$ cat src/rtl/ls_pkg.sv
// Shared types for the LS-stage access unit: FSM state encoding and RV load/store funct3 codes.
package ls_pkg;

  typedef enum logic [2:0] {
    IDLE  = 3'd0,
    REQ   = 3'd1,
    WAIT  = 3'd2,
    MISAL = 3'd3,
    DONE  = 3'd4
  } ls_state_e;

  localparam logic [2:0] F3_LB  = 3'b000;
  localparam logic [2:0] F3_LH  = 3'b001;
  localparam logic [2:0] F3_LW  = 3'b010;
  localparam logic [2:0] F3_LD  = 3'b011;
  localparam logic [2:0] F3_LBU = 3'b100;
  localparam logic [2:0] F3_LHU = 3'b101;
  localparam logic [2:0] F3_LWU = 3'b110;

endpackage

$ cat src/rtl/ls_data_align.sv
// Combinational byte-lane logic: alignment check, store shift/strobe, load extract/extend.
module ls_data_align
  import ls_pkg::*;
#(
  parameter int XLEN = 64
) (
  input  logic [2:0]      offset,
  input  logic [2:0]      funct3,
  input  logic [XLEN-1:0] store_data,
  input  logic [XLEN-1:0] rdata,
  output logic            aligned,
  output logic [XLEN-1:0] wdata,
  output logic [7:0]      wstrb,
  output logic [XLEN-1:0] load_data
);

  logic [XLEN-1:0] shifted;
  logic [7:0]      mask;
  logic            sext;

  assign wdata   = store_data << {offset, 3'b000};
  assign shifted = rdata >> {offset, 3'b000};
  assign sext    = ~funct3[2];
  assign wstrb   = mask << offset;

  // NOTE: every output of this block gets a default first so no path leaves it unassigned (no latch).
  always_comb begin
    aligned   = 1'b0;
    mask      = 8'h00;
    load_data = '0;
    case (funct3[1:0])
      2'd0: begin
        aligned   = 1'b1;
        mask      = 8'h01;
        load_data = {{(XLEN-8){sext & shifted[7]}}, shifted[7:0]};
      end
      2'd1: begin
        aligned   = (offset[0] == 1'b0);
        mask      = 8'h03;
        load_data = {{(XLEN-16){sext & shifted[15]}}, shifted[15:0]};
      end
      2'd2: begin
        aligned   = (offset[1:0] == 2'b00);
        mask      = 8'h0F;
        load_data = {{(XLEN-32){sext & shifted[31]}}, shifted[31:0]};
      end
      default: begin
        aligned   = (offset == 3'b000);
        mask      = 8'hFF;
        load_data = shifted;
      end
    endcase
  end

endmodule

$ cat src/rtl/ls_access_unit.sv
// LS-stage access unit: runs one data-memory bus transaction per EX/LS instruction and pulses ls_valid on completion.
module ls_access_unit
  import ls_pkg::*;
#(
  parameter int XLEN = 64
) (
  input  logic            clk,
  input  logic            rst,
  input  logic            ex_ls_valid,
  input  logic            load_flag,
  input  logic            store_flag,
  input  logic [2:0]      funct3,
  input  logic [XLEN-1:0] addr,
  input  logic [XLEN-1:0] store_data,
  output logic            mem_req_valid,
  input  logic            mem_req_ready,
  output logic            mem_req_wen,
  output logic [XLEN-1:0] mem_req_addr,
  output logic [XLEN-1:0] mem_req_wdata,
  output logic [7:0]      mem_req_wstrb,
  input  logic            mem_resp_valid,
  input  logic [XLEN-1:0] mem_resp_rdata,
  output logic            ls_valid,
  output logic [XLEN-1:0] load_data,
  output logic            ls_misalign
);

  ls_state_e       state_q, state_d;
  logic [2:0]      off_q;
  logic [2:0]      funct3_q;
  logic            is_load_q;
  logic            active;
  logic            in_idle;
  logic [2:0]      al_off;
  logic [2:0]      al_funct3;
  logic            al_aligned;
  logic [XLEN-1:0] al_wdata;
  logic [7:0]      al_wstrb;
  logic [XLEN-1:0] al_load_data;

  assign active  = ex_ls_valid & (load_flag | store_flag);
  assign in_idle = (state_q == IDLE);

  // The aligner sees live inputs while issuing and the held offset/size while the load is in flight.
  assign al_off    = in_idle ? addr[2:0] : off_q;
  assign al_funct3 = in_idle ? funct3    : funct3_q;

  ls_data_align #(.XLEN(XLEN)) u_align (
    .offset     (al_off),
    .funct3     (al_funct3),
    .store_data (store_data),
    .rdata      (mem_resp_rdata),
    .aligned    (al_aligned),
    .wdata      (al_wdata),
    .wstrb      (al_wstrb),
    .load_data  (al_load_data)
  );

  always_comb begin
    state_d = state_q;
    case (state_q)
      IDLE:    if (active) state_d = al_aligned ? REQ : MISAL;
      REQ:     if (mem_req_ready) state_d = WAIT;
      WAIT:    if (mem_resp_valid) state_d = DONE;
      MISAL:   state_d = DONE;
      DONE:    state_d = IDLE;
      default: state_d = IDLE;
    endcase
  end

  // NOTE: sequential state uses non-blocking assignments so every flop samples pre-edge values.
  // NOTE: the datapath registers are reset too, because the bus and monitor see them as outputs.
  always_ff @(posedge clk) begin
    if (rst) begin
      state_q       <= IDLE;
      mem_req_valid <= 1'b0;
      mem_req_wen   <= 1'b0;
      mem_req_addr  <= '0;
      mem_req_wdata <= '0;
      mem_req_wstrb <= '0;
      ls_valid      <= 1'b0;
      load_data     <= '0;
      ls_misalign   <= 1'b0;
      off_q         <= '0;
      funct3_q      <= '0;
      is_load_q     <= 1'b0;
    end else begin
      state_q       <= state_d;
      mem_req_valid <= (state_d == REQ);
      ls_valid      <= (state_d == DONE);

      if (in_idle && active) begin
        mem_req_wen   <= store_flag;
        mem_req_addr  <= {addr[XLEN-1:3], 3'b000};
        mem_req_wdata <= (store_flag && al_aligned) ? al_wdata : '0;
        mem_req_wstrb <= (store_flag && al_aligned) ? al_wstrb : 8'h00;
        off_q         <= addr[2:0];
        funct3_q      <= funct3;
        is_load_q     <= load_flag;
        load_data     <= '0;
        ls_misalign   <= ~al_aligned;
      end

      if ((state_q == WAIT) && mem_resp_valid && is_load_q) begin
        load_data <= al_load_data;
      end
    end
  end

endmodule
$ cat config.mk
export PLATFORM = sky130hd
export DESIGN_NAME = ls_access_unit
export DESIGN_NICKNAME = d
export VERILOG_FILES = /design/src/rtl/ls_pkg.sv /design/src/rtl/ls_data_align.sv /design/src/rtl/ls_access_unit.sv
export SDC_FILE = /design/constraint.sdc
export NUM_CORES = 1
export LEC_CHECK = 0
export BUFFER_PORTS_ARGS = -buffer_cell sky130_fd_sc_hd__buf_4
export CELL_PAD_IN_SITES_DETAIL_PLACEMENT = 1
export CELL_PAD_IN_SITES_GLOBAL_PLACEMENT = 1
export CORE_ASPECT_RATIO = 1.2
export CORE_MARGIN = 2
export CORE_UTILIZATION = 36
export CTS_BUF_LIST = sky130_fd_sc_hd__clkbuf_16
export CTS_CLUSTER_SIZE = 12
export DETAILED_ROUTE_END_ITERATION = 6
export GPL_ROUTABILITY_DRIVEN = 0
export PLACE_DENSITY_LB_ADDON = 0.1
export SETUP_SLACK_MARGIN = 0.1
export SYNTH_ARGS = -nofsm -noshare
export SYNTH_HDL_FRONTEND = slang
export SYNTH_SLANG_ARGS = --single-unit
$ cat constraint.sdc
create_clock -name clk -period 2.9 [get_ports clk]
set_clock_uncertainty 0.05 [all_clocks]
set_input_delay 0 -clock clk [delete_from_list [all_inputs] [get_ports clk]]
set_output_delay 0 -clock clk [all_outputs]
set_load 0.01 [all_outputs]
==> run metrics, run 1 <==
FFs w/ async S/R, synth 0%; most frequent cells in the layout buf_4, nand2_1, dfxtp_1; cells after synthesis 1,396; vias in the first global route 13,900; CTS tree done; CP max stage cell or4b_4; setup violators final 0; Worst Path Required 3310 ps; GRT overflow 0; Worst slew margin approximately 47%; Avg Cell Area, Syn between 7 and 8 um2; CP Launch Type register; Max rail drop VDD 0.000419 V; Lkg Pwr around 7.4 nW; initial drt markers 1,021; drt total wl 54,000 um; commonest non-fill, non-tap cell in the layout buf_4; wire per inst 23.1 um; Final period util 94.7%; Routed Antenna Nets 0; pwr dens approximately 550 nW/um2; FF-to-FF path depth 8; HP Class in2reg; Gate power share 34.5%; PortBufs roughly 400; Pins Over Slew Limit 0; Pint 0.00620 W; crit path buf inv count 2; Crit path depth 8; FF+latch count, synth between 200 and 250; fmax 0.364 GHz; worst-case clock buffer depth 3; first drt pass iteration count 5; Post-Syn Area 11,100 um2; via count normalized by instance count 5.74; RSZ-0062 raised after global routing true; global-route wire length before repair 80,600 um; CP max stage delay 700 ps; die outline area 32,300 um2; Initial Util 36.6%; Max Fanout on Critical Path 36; post-synthesis sequential area ratio 38.0%; # DRC 0; total track usage 31.7%; dpl hpwl around 35,000 um; Clock power frac 32.5%; sw power ~0.0033 W; clk sinks 211; Setup Slack @ Placement 96.3 ps; Least-Margin Pin Slew 799 ps; Ys Warns 0; CP Class reg2reg; Reg clk slew, reported paths 60 ps; PnR worst setup slack 153 ps; CP arrival 3160 ps; Final Hold Viols 0; Root Buffer clkbuf_16; layout cell share with drive strength beyond 1 29.7%; die width approximately 160 um; family with the most delay on the worst path simple AND/OR/NAND/NOR gates; Rows 70; nets@finish 2,125; status complete, no violations; hold depth 5; initial antenna violation count 5; sequential share of power 33.0%; clock buffers created by TritonCTS 24; maxcap violations 0; CORE AREA 30,400 um2; vias between 10,000 and 15,000; I/O Pins 406; EDFF count, synth 0; setup TNS 0 ps; Yosys cell types around 70; Net Sw Frac 34.9%; Tmin final around 2700 ps; area grow syn2layout 55.7%; die height approximately 200 um; crit-path cells or4b_4, nand2_8, buf_12, buf_4, nand2_1, a311oi_1, a21oi_1, o21ai_0; htree depth 1; Main synth FF type dfxtp_1; element type at the critical path end register; Clock Latency Late Sink 530 ps; largest net degree at the start of global routing ~100
## kinds of logic (layout without fill, tap and decap cells)
family | after synthesis | in the layout | share of synthesized area [%]
flip-flops | 211 | 211 | 38.0
buffers and inverters | 140 | 678 | 5.48
XOR/XNOR | 2 | 2 | 0.158
AND/OR/NAND/NOR | 467 | 467 | 18.2
AO/OA/AOI/OAI | 481 | 481 | 29.2
multiplexers | 94 | 94 | 8.83
other | 1 | 9 | 0.0338
## per-layer routing
metal  share of wire [%]  vias up  wire length, um  GRT usage [%]
met5                   0        -                0              0
met4                 4.5        0             2430           13.9
met3                 7.8      156             4220           6.59
met2                  47      658            25500           52.4
met1                  40     6500            21800           39.8
li1                    -     6101                -              -
## worst reg2reg max path, cell delays in order, from the launching register on
cell	delay, ps
dfxtp_1	450
or4b_4	700
nand2_8	160
buf_12	260
buf_4	210
nand2_1	100
a311oi_1	490
a21oi_1	70
o21ai_0	190
## power by group through the flow
stage / clock (W) / sequential [W] / combinational (W)
2_1_floorplan: 0 / 0.00324 / 0.00169
3_3_place_gp: 0 / 0.00319 / 0.00291
3_5_place_dp: 0 / 0.00320 / 0.00294
4_1_cts: 0.00313 / 0.00314 / 0.00315
5_1_grt: 0.00325 / 0.00316 / 0.00350
6_report: 0.00309 / 0.00314 / 0.00329
## repair_timing
action | CTS | global route
pin swaps | 0 | 1
gates cloned | 0 | 1
endpoints found under the setup margin | 2 | 85
buffers inserted | 0 | 2
hold buffers | 172 | 0
resized for setup | 0 | 13
endpoints found under the hold margin | 189 | 0
## cell usage after synthesis (8+ instances only)
master	instances	share of area, %
nor3_1	19	0.86
a22oi_1	27	1.8
o31ai_1	13	0.88
a211oi_1	63	4.3
dfxtp_1	211	38
o211ai_1	17	1.1
a32oi_1	8	0.63
nand2_1	296	10
a2bb2oi_1	9	0.71
a31oi_1	12	0.68
clkbuf_1	97	3.3
and3_1	28	1.6
mux2i_1	82	7.4
o31ai_2	29	3.3
nor2_1	62	2.1
a21oi_1	166	7.5
o21ai_0	62	2.8
buf_1	8	0.27
o22ai_1	18	1.0
buf_2	19	0.86
a311oi_1	8	0.63
nand3_1	28	1.3
buf_4	8	0.54
mux2_2	9	0.91
## flip-flops by register name (all words and copies together), names as in the netlist
| name | flops |
|---|---|
| mem_req_addr | 61 |
| mem_req_wen | 1 |
| mem_req_valid | 1 |
| ls_misalign | 1 |
| funct3_q | 3 |
| is_load_q | 1 |
| mem_req_wstrb | 8 |
| load_data | 64 |
| state_q | 3 |
| mem_req_wdata | 64 |
| off_q | 3 |
| ls_valid | 1 |
## path summary, 6_finish.rpt
check,startpoint,to,slack [ps]
max,state_q[2],mem_req_wdata[63],150
min,store_data[32],mem_req_wdata[56],9
max reg2reg,state_q[2],mem_req_wdata[63],150
min reg2reg,load_data[62],load_data[62],400
## through the flow
stage	instance area (um2)	hold WS (ps)	util (%)	cells	total power [W]
global route	17300	43.8	56.9	2337	0.00991
detailed placement	14700	206	48.4	2118	0.00614
global placement	14700	196	48.4	2118	0.00610
CTS	17200	4.92	56.6	2329	0.00941
finish	17300	9.32	56.9	2338	0.00952
floorplan	11100	86.0	-	1398	0.00492
## area by class of cell
type	count	area [um2]
fill	3550	13100
multi-input combinational	1047	6370
sequential	211	4220
clock buffer	25	626
inverter	4	15.0
timing repair buffer	635	5410
antenna	6	15.0
tap	396	495
clock inverter	14	144
No activity file was read; power rests on OpenSTA's default activity.
==> run 2: changes to the inputs <==
--- a/config.mk
+++ b/config.mk
@@ -7,3 +7,5 @@
 export LEC_CHECK = 0
+export ABC_AREA = 1
 export BUFFER_PORTS_ARGS = -buffer_cell sky130_fd_sc_hd__buf_4
+export CAP_MARGIN = 20
 export CELL_PAD_IN_SITES_DETAIL_PLACEMENT = 1
@@ -12,3 +14,3 @@
 export CORE_MARGIN = 2
-export CORE_UTILIZATION = 36
+export CORE_UTILIZATION = 34
 export CTS_BUF_LIST = sky130_fd_sc_hd__clkbuf_16
==> constraint.sdc (replaced) <==
create_clock -name clk -period 2.9 [get_ports clk]
set_clock_uncertainty 0.05 [all_clocks]
set_input_delay 0.145 -clock clk [delete_from_list [all_inputs] [get_ports clk]]
set_output_delay 0.145 -clock clk [all_outputs]
set_load 0.01 [all_outputs]
==> run metrics, run 2 <==
FF+latch count, synth 211 (unchanged); CP max stage delay 600 ps (was 700 ps); I/O Pins 406 (unchanged); CP max stage cell dlygate4sd3_1 (was or4b_4); CTS tree done (unchanged); hold depth 5 (unchanged); worst-case clock buffer depth 3 (unchanged); drt total wl 55,100 um (was 54,000 um); biggest regs load_data: 64 flops, mem_req_wdata: 64 flops, mem_req_addr: 61 flops (unchanged); CP Class reg2reg (unchanged); initial antenna violation count 3 (was 5); FF-to-FF path depth 8 (unchanged); Worst slew margin 48.2% (was 46.7%); Clock Latency Late Sink 560 ps (was 530 ps); cell taking the most area after synthesis dfxtp_1 (unchanged); dpl hpwl 37,100 um (was 34,900 um); Root Buffer clkbuf_16 (unchanged); final cell count without fillers 2,716 (was 2,338); initial drt markers 956 (was 1,021); Post-Synth Adder-Cell Area 0% (unchanged); Pins Over Slew Limit 0 (unchanged); Lkg Pwr 7.50 nW (was 7.37 nW); top cell type's share of synthesized area 36.9% (was 38.0%); htree depth 1 (unchanged); Gate power share 39.8% (was 34.5%); die outline area 35,200 um2 (was 32,300 um2); Ys Warns 0 (unchanged); setup TNS 0 ps (unchanged); most numerous cell on the critical path nor2_4; cells after synthesis 1,810 (was 1,396); Least-Margin Pin Slew 776 ps (was 799 ps); Critical R2R Launch state_q[2] (unchanged); largest family of logic cells by synthesized area simple AND/OR/NAND/NOR gates (was compound AO/OA/AOI/OAI gates); Synth Area in Compound Gates 21.6% (was 29.2%); Reg clk slew, reported paths 60 ps (about the same); Max rail drop VDD 0.000439 V (was 0.000419 V); pwr dens 635 nW/um2 (was 550 nW/um2); synth top area cells dfxtp_1, nand2_1, a21oi_1 (unchanged); Max Fanout on Critical Path 66 (was 36); global-route wire length before repair 82,500 um (was 80,600 um); crit path launch state_q[2] (unchanged); Final period util 91.2% (was 94.7%); filler cell count 4,347 (was 3,550); RSZ-0062 raised after global routing false (was true); die width 172 um (was 164 um); vias in the first global route 14,900 (was 13,900); status complete, no violations (unchanged); Rows 73 (was 70); sequential share of power 29.7% (was 33.0%); beginning of the worst hold path mem_resp_rdata[11] (was store_data[32]); CORE AREA 33,200 um2 (was 30,400 um2); post-synthesis sequential area ratio 36.9% (was 38.0%); Routed Antenna Nets 0 (unchanged); Initial Util 34.5% (was 36.6%); top-count cell post-synth nand2_1 (unchanged); FFs w/ async S/R, synth 0% (unchanged); Worst Path Required 3340 ps (was 3310 ps); PnR worst setup slack 255 ps (was 153 ps); Post-synth top cells nand2_1, a21oi_1, dfxtp_1 (was nand2_1, dfxtp_1, a21oi_1); most frequent cells in the layout nand2_1, buf_4, a21oi_1 (was buf_4, nand2_1, dfxtp_1); clock buffers created by TritonCTS 26 (was 24); CP Launch Type register (unchanged); via count normalized by instance count 5.31 (was 5.74); Clock power frac 30.5% (was 32.5%); Final Hold Viols 0 (unchanged); element type at the critical path end register (unchanged); Main synth FF type dfxtp_1 (unchanged); setup violators final 0 (unchanged); Setup Slack @ Placement 197 ps (was 96.3 ps); total track usage 30.0% (was 31.7%); crit-path cells nor2_4, nand2_4, buf_4, nor2_4, buf_8, nand2_1, a21oi_1, dlygate4sd3_1 (was or4b_4, nand2_8, buf_12, buf_4, nand2_1, a311oi_1, a21oi_1, o21ai_0); first drt pass iteration count 7 (was 5); Synth Area in Simple Gates 32.5% (was 18.2%); # DRC 0 (unchanged); largest net degree at the start of global routing 112 (was 99); CP arrival 3090 ps (was 3160 ps); nets@finish 2,447 (was 2,125); mux contribution to synthesized area 0% (was 8.83%); Tmin final 2640 ps (was 2750 ps); Post-Syn Area 11,500 um2 (was 11,100 um2); maxcap violations 0 (unchanged); wire per inst 20.3 um (was 23.1 um); GRT overflow 0 (unchanged); Net Sw Frac 40.0% (was 34.9%); HP Class in2reg (unchanged); fmax 0.378 GHz (was 0.364 GHz); PortBufs 402 (unchanged); Pint 0.00641 W (was 0.00620 W); EDFF count, synth 0 (unchanged); Worst R2R Setup Slack 260 ps (was 150 ps); Yosys cell types 35 (was 68); Synth Area in XOR/XNOR 0% (was 0.158%); layout cell share with drive strength beyond 1 22.9% (was 29.7%); vias 14,400 (was 13,400); Cells after DPL 2,555 (was 2,118); commonest non-fill, non-tap cell in the layout nand2_1 (was buf_4); area grow syn2layout 46.9% (was 55.7%); Avg Cell Area, Syn 6.33 um2 (was 7.96 um2); sw power 0.00427 W (was 0.00332 W); die height 205 um (was 196 um); clk sinks 211 (unchanged)
## run 2: cell types whose count changed after synthesis, sizes merged, moves of 43 or more
cell and delta:
inv +91, nand2 +369, o31ai -43, o21ai +91
a211oi -63, a21oi +86, mux2i -83, nand3 +87
## run 2: cell type report
cell class                      count  area, um2  area share (%)
Tap cell                          450        563            3.35
Antenna cell                        3       7.51          0.0446
Timing Repair Buffer              554       4580            27.2
Clock inverter                     20        176            1.05
Clock buffer                       26        651            3.87
Inverter                           96        363            2.16
Multi-Input combinational cell   1356       6260            37.2
Sequential cell                   211       4220            25.1
## run 2: kinds of logic (layout without fill, tap and decap cells)
logic type	after synthesis	after routing
AO/OA/AOI/OAI	462	462
buffers and inverters	246	696
flip-flops	211	211
AND/OR/NAND/NOR	890	891
other	1	6
## run 2: final timing paths
path,end
worst max-delay path,mem_req_addr[34]
worst min-delay path,load_data[3]
worst max register to register,mem_req_addr[34]
worst min register to register,funct3_q[2]
## run 2: power by group through the flow
stage / sequential [W] / clock [W] / combinational [W]
6_report: 0.00317 / 0.00326 / 0.00425
5_1_grt: 0.00319 / 0.00343 / 0.00461
4_1_cts: 0.00316 / 0.00331 / 0.00412
3_5_place_dp: 0.00322 / 0 / 0.00397
3_3_place_gp: 0.00322 / 0 / 0.00393
2_1_floorplan: 0.00328 / 0 / 0.00241
## run 2: through the flow
step	power [W]	utilization [%]	cell area [um2]	hold slack [ps]
6_report	0.0107	50.7	16800	41.5
5_1_grt	0.0112	50.7	16800	68.2
4_1_cts	0.0106	50.4	16700	16.5
3_5_place_dp	0.00720	44.7	14800	366
3_3_place_gp	0.00715	44.7	14800	360
2_1_floorplan	0.00568	-	11500	244
## run 2: worst max-delay path, delay by kind of cell (launching register included)
family,cells,cell delay (ps)
AO/OA/AOI/OAI,1,210
flip-flops,1,350
buffers and inverters,3,1180
AND/OR/NAND/NOR,4,730
## run 2: timing repair
action / in CTS / in global routing
hold buffers: 106 / 0
resized for setup: 0 / 8
buffers inserted: 0 / 5
endpoints found under the setup margin: 0 / 104
hold endpoints to repair: 105 / 0
## run 2: metal layers
metal	share of wire (%)	track usage (%)	up-vias
met5	0	0	-
met3	5.9	5.02	152
met1	38	33.9	6917
li1	-	-	6820
met2	51	54.2	520
met4	4.8	14.5	0
==> run 3: changes to the inputs <==
- CORE_MARGIN: 2 -> not set
- MAX_ROUTING_LAYER: not set -> met4
==> run metrics, run 3 (synthesized netlist as in run 2, its figures left out) <==
CP max stage cell o21ai_0 (was dlygate4sd3_1); clock buffers created by TritonCTS 25 (was 26); wire per inst 19.8 um (was 20.3 um); layout cell share with drive strength beyond 1 23.6% (was 22.9%); htree depth 1 (unchanged); Total Power 0.0106 W (was 0.0107 W); initial antenna violation count 1 (was 3); # DRC 0 (unchanged); CORE AREA 33,200 um2 (unchanged); HP Class in2reg (unchanged); sequential share of power 29.9% (was 29.7%); GRT overflow 0 (unchanged); Lkg Pwr 7.42 nW (was 7.50 nW); first drt pass iteration count 5 (was 7); Pins Over Slew Limit 0 (unchanged); Least-Margin Pin Slew 783 ps (was 776 ps); Crit Reg-Reg Endpoint mem_req_wdata[58] (was mem_req_addr[34]); nets@finish 2,442 (was 2,447); die height 203 um (was 205 um); hold depth 5 (unchanged); Worst Hold End mem_req_wdata[6] (was load_data[3]); status complete, no violations (unchanged); Reg clk slew, reported paths 60 ps (about the same); Clock Latency Late Sink 550 ps (was 560 ps); beginning of the worst hold path store_data[6] (was mem_resp_rdata[11]); Root Buffer clkbuf_16 (unchanged); Worst Path Required 3270 ps (was 3340 ps); RSZ-0062 raised after global routing false (unchanged); register area 4220 um2 (unchanged); filler cell count 4,373 (was 4,347); Final Hold Viols 0 (unchanged); crit path buf inv count 2 (was 3); Pint 0.00639 W (was 0.00641 W); initial drt markers 1,092 (was 956); Worst R2R Setup Slack 240 ps (was 260 ps); CP arrival 3030 ps (was 3090 ps); vias 14,300 (was 14,400); via count normalized by instance count 5.28 (was 5.31); CP Class reg2reg (unchanged); die outline area 34,400 um2 (was 35,200 um2); vias in the first global route 14,700 (was 14,900); PortBufs 402 (unchanged); Net Sw Frac 39.7% (was 40.0%); commonest non-fill, non-tap cell in the layout nand2_1 (unchanged); die width 170 um (was 172 um); Worst slew margin 47.8% (was 48.2%); dpl hpwl 36,700 um (was 37,100 um); drt total wl 53,700 um (was 55,100 um); Max Fanout on Critical Path 45 (was 66); Tmin final 2660 ps (was 2640 ps); Gate power share 40.5% (was 39.8%); CTS tree done (unchanged); Final period util 91.7% (was 91.2%); element type at the critical path end register (unchanged); CP Launch Type register (unchanged); pwr dens 635 nW/um2 (about the same); largest net degree at the start of global routing 80 (was 112); Rows 73 (unchanged); Critical R2R Launch state_q[2] (unchanged); CP max stage delay 610 ps (was 600 ps); Multi-input gate area 6290 um2 (was 6260 um2); worst-case clock buffer depth 3 (unchanged); Max rail drop VDD 0.000466 V (was 0.000439 V); FF-to-FF path depth 11 (was 8); setup TNS 0 ps (unchanged); crit-path cells nor2_4, nand2_4, nand2_1, nand2_4, buf_12, buf_12, o21ai_0, o21a_1, nand2_1, nand4_1, a21oi_1 (was nor2_4, nand2_4, buf_4, nor2_4, buf_8, nand2_1, a21oi_1, dlygate4sd3_1); area grow syn2layout 45.8% (was 46.9%); Routed Antenna Nets 0 (unchanged); family with the most delay on the worst path compound AO/OA/AOI/OAI gates (was buffers and inverters); fmax 0.376 GHz (was 0.378 GHz); sw power 0.00421 W (was 0.00427 W); total track usage 30.8% (was 30.0%); Clock power frac 29.5% (was 30.5%); most frequent cells in the layout nand2_1, buf_4, a21oi_1 (unchanged); setup violators final 0 (unchanged); clk sinks 211 (unchanged); global-route wire length before repair 81,100 um (was 82,500 um); maxcap violations 0 (unchanged); Initial Util 34.5% (unchanged); biggest regs load_data: 64 flops, mem_req_wdata: 64 flops, mem_req_addr: 61 flops (unchanged); I/O Pins 406 (unchanged)
## run 3: cell count changes in the layout (fill, tap and decap cells not counted), sizes merged
cell	delta
clkinv	+3
buf	+10
inv	-4
nand2	+1
dlygate4sd3	-17
o21ai	+1
nor2	+1
diode	-2
clkbuf	-1
## run 3: cell type report
type / count / share of cell area, %
Antenna cell: 1 / 0.0150
Clock buffer: 25 / 3.75
Clock inverter: 19 / 1.03
Inverter: 96 / 2.20
Multi-Input combinational cell: 1359 / 37.7
Sequential cell: 211 / 25.3
Tap cell: 450 / 3.37
Timing Repair Buffer: 547 / 26.7
## run 3: worst reg2reg max path, stage by stage, from the launching register on
cell and delay, ps:
dfxtp_1 350, nor2_4 220, nand2_4 100, nand2_1 210, nand2_4 120, buf_12 200, buf_12 220, o21ai_0 620
o21a_1 230, nand2_1 70, nand4_1 80, a21oi_1 60
## run 3: worst max-delay path by stage
stage	startpoint	to	slack [ps]	cells past startpoint
floorplan	state_q[2]	load_data[53]	790	15
global placement	state_q[2]	load_data[46]	290	14
detailed placement	state_q[2]	mem_req_wdata[4]	180	10
CTS	state_q[2]	mem_req_wdata[2]	130	10
global route	state_q[2]	load_data[9]	110	12
finish	state_q[2]	mem_req_wdata[58]	240	11
## run 3: repair_timing
action / 4_1_cts / 5_1_grt
endpoints found under the setup margin: 0 / 74
hold buffers: 89 / 0
hold endpoints to repair: 100 / 0
resized for setup: 0 / 7
setup buffers: 0 / 6
## run 3: through the flow
step / cell area (um2) / hold slack [ps] / utilization [%] / setup WS (ps) / instances
CTS: 16600 / 0.351 / 49.9 / 133 / 2697
global placement: 14900 / 360 / 44.8 / 292 / 2564
floorplan: 11500 / 244 / - / 786 / 1812
global route: 16700 / 42.7 / 50.4 / 107 / 2708
detailed placement: 14900 / 367 / 44.8 / 178 / 2564
finish: 16700 / 16.4 / 50.4 / 241 / 2708
## run 3: metal layers
layer  share of wire [%]  track usage, %  routed length [um]  vias up
li1                    -               -                   -     6811
met1                  39            34.3               20900     6859
met2                  52            54.6               27800      483
met3                 5.2            4.25                2780      141
met4                 4.3            13.5                2310        0
met5                   0               -                   0        -
## run 3: power by group through the flow
stage / clock, W / combinational, W / sequential, W
after floorplan: 0 / 0.00241 / 0.00328
after CTS: 0.00319 / 0.00410 / 0.00317
after global placement: 0 / 0.00393 / 0.00322
after global routing: 0.00330 / 0.00467 / 0.00319
after detailed placement: 0 / 0.00398 / 0.00323
final: 0.00313 / 0.00430 / 0.00317
